$ cat config.mk
export PLATFORM = sky130hd
export DESIGN_NAME = adc128s052_responder
export DESIGN_NICKNAME = d
export VERILOG_FILES = /design/src/rtl/adc128s052_responder.sv
export SDC_FILE = /design/constraint.sdc
export NUM_CORES = 1
export LEC_CHECK = 0
export BUFFER_PORTS_ARGS = -buffer_cell sky130_fd_sc_hd__buf_2
export CAP_MARGIN = 30
export CORE_MARGIN = 5
export CORE_UTILIZATION = 30
export CTS_CLUSTER_SIZE = 14
export DETAILED_ROUTE_END_ITERATION = 7
export PLACE_DENSITY = 0.54
export SLEW_MARGIN = 30
export SYNTH_ARGS = -nofsm -noshare
export SYNTH_HDL_FRONTEND = slang
export SYNTH_SLANG_ARGS = --single-unit
export TNS_END_PERCENT = 30
$ cat constraint.sdc
create_clock -name clk -period 2.7 [get_ports clk]
set_input_delay 0.135 -clock clk [delete_from_list [all_inputs] [get_ports clk]]
set_output_delay 0.135 -clock clk [all_outputs]
set_load 0.03 [all_outputs]
$ cat src/rtl/adc128s052_responder.sv
// ============================================================================
// Module   : adc128s052_responder
// Brief    : SPI-slave model of the ADC128S052 8-channel 12-bit ADC, with
//            host-writable channel registers, oversampled in the clk domain.
// Revision : 1.0
// ============================================================================
`default_nettype none

module adc128s052_responder #(
  parameter int          SYNC_STAGES  = 2,
  parameter logic [11:0] RESET_CH_VAL = 12'h000
) (
  input  logic        clk,
  input  logic        rst,
  input  logic        sclk_i,
  input  logic        cs_i,
  input  logic        din_i,
  output logic        dout_o,
  input  logic        wr_en_i,
  input  logic [2:0]  wr_addr_i,
  input  logic [11:0] wr_data_i,
  output logic [2:0]  cur_addr_o,
  output logic [7:0]  ctrl_byte_o,
  output logic        active_o,
  output logic        frame_done_o,
  output logic        frame_abort_o
);

  localparam logic [4:0] C_LAST_RISE = 5'd16;

  logic [SYNC_STAGES-1:0] sclk_sync_q, cs_sync_q, din_sync_q;
  logic        sclk_prev_q, cs_prev_q;
  logic [11:0] ch_q [8];

  logic [4:0]  rcnt_q, rcnt_d;
  logic [3:0]  fcnt_q, fcnt_d;
  logic [15:0] word_q, word_d;
  logic        dout_q, dout_d;
  logic [7:0]  shift_q, shift_d;
  logic [7:0]  ctrl_q, ctrl_d;
  logic [2:0]  next_addr_q, next_addr_d;
  logic [2:0]  cur_addr_q, cur_addr_d;
  logic        done_q, done_d;
  logic        abort_q, abort_d;

  logic        w_sclk_s, w_cs_s, w_din_s;
  logic        w_sclk_rise, w_sclk_fall, w_cs_fall, w_cs_rise, w_in_frame;
  logic [4:0]  w_r_inc;

  assign w_sclk_s    = sclk_sync_q[SYNC_STAGES-1];
  assign w_cs_s      = cs_sync_q[SYNC_STAGES-1];
  assign w_din_s     = din_sync_q[SYNC_STAGES-1];
  assign w_sclk_rise = w_sclk_s & ~sclk_prev_q;
  assign w_sclk_fall = ~w_sclk_s & sclk_prev_q;
  assign w_cs_fall   = ~w_cs_s & cs_prev_q;
  assign w_cs_rise   = w_cs_s & ~cs_prev_q;
  // Edges count in the clk where cs rises (a late 16th edge still completes the
  // frame) but not in the clk where cs falls.
  assign w_in_frame  = ~cs_prev_q;
  assign w_r_inc     = rcnt_q + 5'd1;

  always_ff @(posedge clk) begin
    if (rst) begin
      sclk_sync_q <= '1;
      cs_sync_q   <= '1;
      din_sync_q  <= '0;
      sclk_prev_q <= 1'b1;
      cs_prev_q   <= 1'b1;
    end else begin
      sclk_sync_q <= {sclk_sync_q[SYNC_STAGES-2:0], sclk_i};
      cs_sync_q   <= {cs_sync_q[SYNC_STAGES-2:0], cs_i};
      din_sync_q  <= {din_sync_q[SYNC_STAGES-2:0], din_i};
      sclk_prev_q <= w_sclk_s;
      cs_prev_q   <= w_cs_s;
    end
  end

  always_ff @(posedge clk) begin
    if (rst) begin
      for (int i = 0; i < 8; i++) ch_q[i] <= RESET_CH_VAL;
    end else if (wr_en_i) begin
      ch_q[wr_addr_i] <= wr_data_i;
    end
  end

  always_comb begin
    rcnt_d      = rcnt_q;
    fcnt_d      = fcnt_q;
    word_d      = word_q;
    dout_d      = dout_q;
    shift_d     = shift_q;
    ctrl_d      = ctrl_q;
    next_addr_d = next_addr_q;
    cur_addr_d  = cur_addr_q;
    done_d      = 1'b0;
    abort_d     = 1'b0;

    if (w_cs_fall) begin
      word_d = {4'b0000, ch_q[cur_addr_q]};
      dout_d = 1'b0;
      rcnt_d = 5'd0;
      fcnt_d = 4'd0;
    end else if (w_in_frame) begin
      if (w_sclk_rise) begin
        rcnt_d = w_r_inc;
        if (w_r_inc <= 5'd8) shift_d = {shift_q[6:0], w_din_s};
        if (w_r_inc == 5'd8) ctrl_d = {shift_q[6:0], w_din_s};
        if (w_r_inc == 5'd3) next_addr_d[2] = w_din_s;
        if (w_r_inc == 5'd4) next_addr_d[1] = w_din_s;
        if (w_r_inc == 5'd5) next_addr_d[0] = w_din_s;
        if (w_r_inc == C_LAST_RISE) begin
          done_d     = 1'b1;
          cur_addr_d = next_addr_q;
          word_d     = {4'b0000, ch_q[next_addr_q]};
          rcnt_d     = 5'd0;
        end
      end else if (w_sclk_fall) begin
        // With no rising edge yet in this word, keep presenting its MSB.
        if (rcnt_q == 5'd0) begin
          dout_d = word_q[15];
          fcnt_d = 4'd0;
        end else if (fcnt_q < 4'd15) begin
          dout_d = word_q[4'd14 - fcnt_q];
          fcnt_d = fcnt_q + 4'd1;
        end
      end

      if (w_cs_rise) begin
        if (!done_d && rcnt_d != 5'd0) abort_d = 1'b1;
        if (!done_d && rcnt_d >= 5'd5) cur_addr_d = next_addr_d;
        dout_d = 1'b0;
        rcnt_d = 5'd0;
        fcnt_d = 4'd0;
      end
    end
  end

  always_ff @(posedge clk) begin
    if (rst) begin
      rcnt_q      <= 5'd0;
      fcnt_q      <= 4'd0;
      word_q      <= 16'h0000;
      dout_q      <= 1'b0;
      shift_q     <= 8'h00;
      ctrl_q      <= 8'h00;
      next_addr_q <= 3'd0;
      cur_addr_q  <= 3'd0;
      done_q      <= 1'b0;
      abort_q     <= 1'b0;
    end else begin
      rcnt_q      <= rcnt_d;
      fcnt_q      <= fcnt_d;
      word_q      <= word_d;
      dout_q      <= dout_d;
      shift_q     <= shift_d;
      ctrl_q      <= ctrl_d;
      next_addr_q <= next_addr_d;
      cur_addr_q  <= cur_addr_d;
      done_q      <= done_d;
      abort_q     <= abort_d;
    end
  end

  assign dout_o        = dout_q;
  assign cur_addr_o    = cur_addr_q;
  assign ctrl_byte_o   = ctrl_q;
  assign active_o      = ~w_cs_s;
  assign frame_done_o  = done_q;
  assign frame_abort_o = abort_q;

endmodule

`default_nettype wire

==> summary.txt, run 1 <==
Status
  – Run status: finished, final reports clean

STA
  – RSZ-0062 raised after global routing: no
  – Final hold vios: 0
  – Final setup viols: 0
  – Post-layout min period: between 2 and 2.5 ns
  – Fmax: around 420 MHz
  – Final TNS setup: 0 ns
  – Min Hold Slack: 0.0631 ns
  – Clock Skew: around 0.012 ns
  – Tcrit/Tclk final: approximately nine tenths
  – Slew margin rel.: slightly below 40%
  – Slew Limit Fails: 0
  – Worst-Margin Slew: 0.910 ns

Synthesis
  – Yosys top cell area share: between 30 and 40%
  – Asr flop ratio synth: 0%
  – Seq cells post-synth: 155
  – Mapped Cells: approximately 600
  – Complex-gate fraction of the synthesized area: under 10%
  – Netlist Area Pre-Place: between 8000 and 9000 um^2
  – Sequential fraction of the synthesis area: 50.2%
  – Mapped Nets: about 640
  – Main flop type after synthesis: edfxtp_1
  – Post-synth EDFFs: 96
  – Post-synthesis adder-cell area fraction: 0.773%
  – Post-synthesis xor/xnor area fraction: between 1 and 1.5%
  – Largest family of logic cells by synthesized area: multiplexers
  – Unique masters post-synth: between 60 and 70
  – YS warnings: 0
  – Largest area contributor in the netlist: edfxtp_1
  – Mux contribution to synthesized area: between 20% and 30%
  – Largest cells by area after synthesis: edfxtp_1 36%, dfxtp_1 15%, and2_1 7.6%
  – Post-Synth Simple-Gate Area: about 16%
  – Avg Cell Area, Syn: roughly 13 um^2

Setup path
  – Critical path peak fanout: 12
  – Worst setup SP type: flip-flop
  – Crit Path Class: reg -> reg
  – R2r worst-path depth: 5
  – CP required: 2.99 ns
  – Data arrival, critical path: ~2.7 ns
  – Critical Path End Type: flip-flop

Detailed routing
  – Initial drt markers: 320
  – Antenna viol nets, final: 0
  – Iteration count of the initial detailed-routing pass: 5
  – Drt via density: a little over 5
  – Routed vias: between 5k and 6k
  – Post-DR wirelength/cell: between 15 and 20 um
  – DR DRC count: 0
  – Total length of routed wires: around 19000 um

Global routing
  – First-pass GRT wire length: around 31000 um
  – Vias in the first global route: 5424
  – Grt total ovfl: 0
  – Initial antenna violation count: 0
  – GRT Overall Usage: roughly 13%
  – Largest net degree at the start of global routing: between 40 and 50

Final layout
  – Area growth, synth to finish: 14.1%
  – # nets final: between 600 and 700
  – Most common cell after layout, fill and taps aside: and2_1
  – Most frequent cells in the layout: 98 x and2_1, 96 x edfxtp_1, 59 x dfxtp_1
  – N_diodes: 0
  – Share of cells above drive strength 1: roughly a quarter

Clock network
  – Clock-pin slew on the worst setup and hold paths: approximately 0.07 ns
  – Post-CTS setup buffer count: 0
  – CTS Root Cell: clkbuf_16
  – Worst-case clock buffer depth: 2
  – CTS Buf Count: 17
  – H-tree depth: 4
  – Clk sinks: roughly 160
  – Clk_lat worst skew: approximately 0.42 ns
  – CTS tree: yes

Floorplanning
  – Core ar.: 26700 um^2
  – Die X: approximately 170 um
  – Die H: 174 um
  – Initial Utilization: just over 30%
  – I/O Pins: 36
  – Row count: 60
  – Die area: just over 30000 um^2

Power
  – Final Power: about 6 mW
  – Peak VDD IR: 0.396 mV
  – Pwr/cell area: around 650 nW/um^2
  – Leak Pwr: approximately 3.4 nW

Min path
  – Hold path depth: 2
  – Hold Crit Class: in -> reg

Placement
  – RD Place Congestion: 0.806
  – Port-buffer cells: 35
  – Post-DP HPWL: 12900 um

Run
  – Max-Cap Viols: 0
layout make-up:
type | count | area (um^2)
repair buffers | 63 | 418
clock buffers | 17 | 425
inverters | 8 | 30.0
well taps | 341 | 427
multi-input cells | 407 | 3710
clock inverters | 14 | 156
fillers | 2606 | 17500
flip-flops and latches | 155 | 4060
layer usage:
layer / global-route usage (%) / vias to the layer above / share of wire, %
li1: - / 2407 / -
met1: 16.9 / 2546 / 45
met2: 22.0 / 123 / 49
met3: 2.28 / 20 / 3.5
met4: 4.29 / 0 / 1.8
met5: 0 / - / 0
flip-flops by register name, summed over array words and instances (netlist names), 2 cells and up, named ones only:
register / cells
shift_q: 7
din_sync_q: 2
cur_addr_o: 3
cs_sync_q: 2
fcnt_q: 4
next_addr_q: 3
ctrl_byte_o: 8
sclk_sync_q: 2
ch_q: 96
word_q: 12
rcnt_q: 5
timing repair:
item	in CTS	in global routing
setup endpoints to repair	0	4
resized for setup	0	1
hold buffers	3	0
hold endpoints to repair	3	0
critical path: stages (launching register included):
cell	delay [ns]
dfxtp_1	0.47
nand3_1	0.20
xnor2_1	0.76
nand4_2	0.50
mux2i_1	0.29
nor2_1	0.06
metrics by stage:
step / util (%) / instance area (um^2) / setup slack (ns) / instances
final: 34.5 / 9230 / 0.299 / 1005
after global routing: 34.5 / 9230 / 0.0570 / 1005
after CTS: 34.5 / 9230 / 0.204 / 1005
after detailed placement: 32.2 / 8620 / 0.211 / 971
after global placement: 32.2 / 8620 / 0.400 / 971
after floorplan: - / 8090 / 0.608 / 612
kinds of logic (layout without fill, tap and decap cells):
kind of cell	Yosys count	after routing
AO/OA/AOI/OAI	82	82
adder cells (fa/ha/maj)	5	5
buffers and inverters	50	102
flip-flops	155	155
multiplexers	96	96
XOR/XNOR	10	10
AND/OR/NAND/NOR	214	214
where the power goes:
part           internal (mW)  switching [mW]
Combinational          0.444           0.423
Sequential              2.65          0.0762
Clock                   1.31            1.06
Yosys cell counts, types with 4 or more instances:
library cell and number:
nand3_1 5, a22oi_1 4, nand2_1 13, mux2_2 13, buf_2 6, ha_1 5
or2_2 8, o21ai_0 13, edfxtp_1 96, nor2b_1 9, mux2i_1 32, nor2_1 33
clkbuf_1 22, clkbuf_8 8, a211oi_1 25, nor4_1 4, mux4_1 18, mux4_4 9
nor3_1 7, and2_1 98, dfxtp_1 59, xnor2_1 5, inv_1 7, and2b_2 6
xor2_1 5, nand2b_1 7, a21oi_1 13, mux4_2 24
final timing paths:
| check | from | endpoint | slack [ns] |
|---|---|---|---|
| worst min register to register | cs_sync_q[0] | cs_sync_q[1] | 0.42 |
| worst min-delay path | wr_data_i[4] | ch_q[1][4] | 0.06 |
| worst max register to register | rcnt_q[1] | ctrl_byte_o[3] | 0.30 |
| worst max-delay path | rcnt_q[1] | ctrl_byte_o[3] | 0.30 |
Note: power is estimated with default switching activity, not from simulation.
==> inputs of run 2 (changes only) <==
--- a/config.mk
+++ b/config.mk
@@ -5,6 +5,7 @@
 export SDC_FILE = /design/constraint.sdc
 export NUM_CORES = 1
 export LEC_CHECK = 0
+export ABC_AREA = 1
 export BUFFER_PORTS_ARGS = -buffer_cell sky130_fd_sc_hd__buf_2
 export CAP_MARGIN = 30
 export CORE_MARGIN = 5
==> run 2 against run 1 <==
Compared with the run above:
- core utilization increased by 0.57 points
- first-iteration DRC count increased by 85%
- largest cell class unchanged
- fmax is 22% higher
- clock skew increased by 0.016 ns
- non-clock buffer count fell by 6
- highest routed layer unchanged
==> summary.txt, run 2 <==
Detailed routing
  – Initial drt markers: 593 (+85%)
  – DR DRC count: 0 (unchanged)
  – Antenna viol nets, final: 0 (unchanged)
  – Total length of routed wires: 20500 um (+5.5%)
  – Post-DR wirelength/cell: 15.9 um (-18%)
  – Iteration count of the initial detailed-routing pass: 6 (+1)
  – Drt via density: 4.93 (-2.8%)
  – Routed vias: 6343 (+24%)

STA
  – Slew Limit Fails: 0 (unchanged)
  – Final TNS setup: 0 ns (unchanged)
  – Post-layout min period: 1.97 ns (-0.429 ns)
  – Final setup viols: 0 (unchanged)
  – Fmax: 507 MHz (+22%)
  – Clock Skew: 0.0278 ns (+0.0156 ns)
  – Slew margin rel.: 53.8% (+15 points)
  – RSZ-0062 raised after global routing: no
  – Worst-Margin Slew: 0.692 ns (-0.218 ns)
  – Tcrit/Tclk final: 73.0% (-16 points)
  – Final hold vios: 0 (unchanged)

Synthesis
  – Asr flop ratio synth: 0% (unchanged)
  – Unique masters post-synth: 33 (-47%)
  – Avg Cell Area, Syn: 8.30 um^2 (-37%)
  – Post-synthesis adder-cell area fraction: 0.816% (+0.043 points)
  – Seq cells post-synth: 155 (unchanged)
  – Netlist Area Pre-Place: 7660 um^2 (-5.3%)
  – Post-synth EDFFs: 96 (unchanged)
  – Main flop type after synthesis: edfxtp_1
  – Post-Synth Simple-Gate Area: 16.6% (+1.1 points)
  – Most instantiated cells after synthesis: 152 x nor2_1, 135 x o21ai_0, 116 x nand2_1
  – Mapped Cells: 923 (+51%)
  – Mapped Nets: 949 (+49%)
  – Post-synthesis xor/xnor area fraction: 0.343% (-0.74 points)
  – Complex-gate fraction of the synthesized area: 20.8% (+13 points)
  – Largest family of logic cells by synthesized area: compound AO/OA/AOI/OAI gates
  – Top-count cell post-synth: nor2_1
  – Sequential fraction of the synthesis area: 53.0% (+2.8 points)
  – YS warnings: 0 (unchanged)
  – Yosys top cell area share: 37.6% (+2.0 points)
  – Mux contribution to synthesized area: 0.392% (-21 points)
  – Largest area contributor in the netlist: edfxtp_1
  – Largest cells by area after synthesis: edfxtp_1 38%, dfxtp_1 15%, o21ai_0 8.8%

Floorplanning
  – Core ar.: 25200 um^2 (-5.8%)
  – Die area: 28800 um^2 (-5.0%)
  – Row count: 58 (-3.3%)
  – Die H: 170 um (-2.5%)
  – Initial Utilization: 30.4% (+0.17 points)
  – Die X: 170 um (-2.5%)
  – I/O Pins: 36 (unchanged)

Setup path
  – Slowest cell on crit path: dfxtp_1
  – Crit-path max cell delay: 0.47 ns (-0.29 ns)
  – Worst path bufs/invs: 1 (+1)
  – Crit path cell chain: ha_1, nand4_1, nand2_2, inv_1, nor2_1, nand3_1, o21ai_0, nand3_1, nand2_1, a21oi_2
  – CP dominant cell by count: nand3_1
  – Worst setup SP type: flip-flop
  – Worst R2R Start: rcnt_q[1]
  – Data arrival, critical path: 2.28 ns (-0.41 ns)
  – Crit path from: rcnt_q[1]
  – Kind of cell adding the most delay to the critical path: simple AND/OR/NAND/NOR gates
  – CP required: 3.00 ns (about the same)
  – Critical path peak fanout: 8 (-4)
  – Critical Path End Type: flip-flop
  – Crit Path Class: reg -> reg
  – Flop-to-flop setup slack: 0.73 ns (+0.43 ns)

Power
  – Peak VDD IR: 0.386 mV (-2.4%)
  – Leak Pwr: 3.43 nW (+2.0%)
  – Pwr/cell area: 633 nW/um^2 (-2.0%)

Min path
  – Hold Crit Class: in -> reg
  – Min-delay src: rst

Global routing
  – Grt total ovfl: 0 (unchanged)
  – Vias in the first global route: 5962 (+9.9%)
  – GRT Overall Usage: 14.3% (+1.3 points)
  – First-pass GRT wire length: 32400 um (+5.8%)
  – Largest net degree at the start of global routing: 47 (+2.2%)
  – Initial antenna violation count: 0 (unchanged)

Final layout
  – Share of cells above drive strength 1: 12.3% (-12 points)
  – Max FFs per register: 96 (unchanged)
  – N_diodes: 0 (unchanged)
  – Post-layout utilization of the core: 35.1% (+0.57 points)
  – Largest Register: ch_q
  – Area growth, synth to finish: 15.3%
  – Most common cell after layout, fill and taps aside: nor2_1
  – Most frequent cells in the layout: 152 x nor2_1, 135 x o21ai_0, 116 x nand2_1
  – # nets final: 970 (+43%)

Clock network
  – Clk_lat worst skew: 0.44 ns (+0.02 ns)
  – CTS tree: yes
  – Worst-case clock buffer depth: 2 (unchanged)
  – Clk sinks: 155 (unchanged)
  – CTS Root Cell: clkbuf_16
  – H-tree depth: 4 (unchanged)
  – Clock-pin slew on the worst setup and hold paths: 0.07 ns (about the same)
  – CTS Buf Count: 17 (unchanged)
  – Resize count post-CTS: 0 (unchanged)

Run
  – Max-Cap Viols: 0 (unchanged)

Status
  – Run status: finished, final reports clean

Placement
  – Port-buffer cells: 35 (unchanged)
  – Post-DP HPWL: 14200 um (+9.7%)
  – RD Place Congestion: 0.825 (+2.3%)
## run 2: cell count changes in the layout (fill, tap and decap cells not counted), sizes merged, moves of 89 or more
| cell | before | now |
|---|---|---|
| inv | 16 | 105 |
| and2 | 99 | 1 |
| nand2 | 14 | 125 |
| a21oi | 13 | 102 |
| o21ai | 13 | 146 |
| nor2 | 33 | 155 |
## run 2: final timing paths
check,depth (start not counted),endpoint
worst max-delay path,10,flip-flop
worst min-delay path,2,din_sync_q[1]
worst max register to register,10,flip-flop
worst min register to register,2,din_sync_q[1]
## run 2: cell type report
class                   instances  area (um^2)
repair buffers                 57          373
well taps                     330          413
clock inverters                15          199
fillers                      2581        16300
inverters                     100          375
flip-flops and latches        155         4070
clock buffers                  17          425
multi-input cells             613         2990
## run 2: repair_timing
action / CTS / global route
hold buffers: 3 / 0
endpoints found under the hold margin: 3 / 0
buffers inserted: 0 / 0
## run 2: metrics by stage
stage	area (um^2)	hold slack [ns]	instances	setup WS (ns)	power (mW)
after floorplan	7660	0.239	923	1.02	2.98
after global placement	8180	0.324	1252	0.727	3.14
after detailed placement	8180	0.324	1252	0.736	3.14
after CTS	8840	0.0116	1287	0.723	5.62
after global routing	8840	0.0461	1287	0.470	5.78
final	8840	0.0177	1287	0.728	5.60
## run 2: kinds of logic (layout without fill, tap and decap cells)
group | Yosys count | in the layout
XOR/XNOR | 3 | 3
buffers and inverters | 155 | 189
AND/OR/NAND/NOR | 311 | 311
AO/OA/AOI/OAI | 291 | 291
adder cells (fa/ha/maj) | 5 | 5
multiplexers | 3 | 3
flip-flops | 155 | 155
## run 2: worst reg2reg max path, stage by stage (launching register included)
cell	delay (ns)
dfxtp_1	0.47
ha_1	0.28
nand4_1	0.13
nand2_2	0.14
inv_1	0.09
nor2_1	0.09
nand3_1	0.11
o21ai_0	0.29
nand3_1	0.11
nand2_1	0.09
a21oi_2	0.06
## run 2: report_power, final
part           internal [mW]  total, mW  switching [mW]
registers               2.63       2.69          0.0600
logic                  0.119      0.406           0.287
clock network           1.34       2.50            1.16
total                   4.08       5.59            1.51
## run 2: metal layers
metal / GRT usage (%) / routed length (um) / up-vias
li1: - / - / 3184
met1: 20.4 / 9740 / 2956
met2: 22.0 / 9170 / 184
met3: 3.04 / 1320 / 19
met4: 3.54 / 217 / 0
met5: 0 / 0 / -
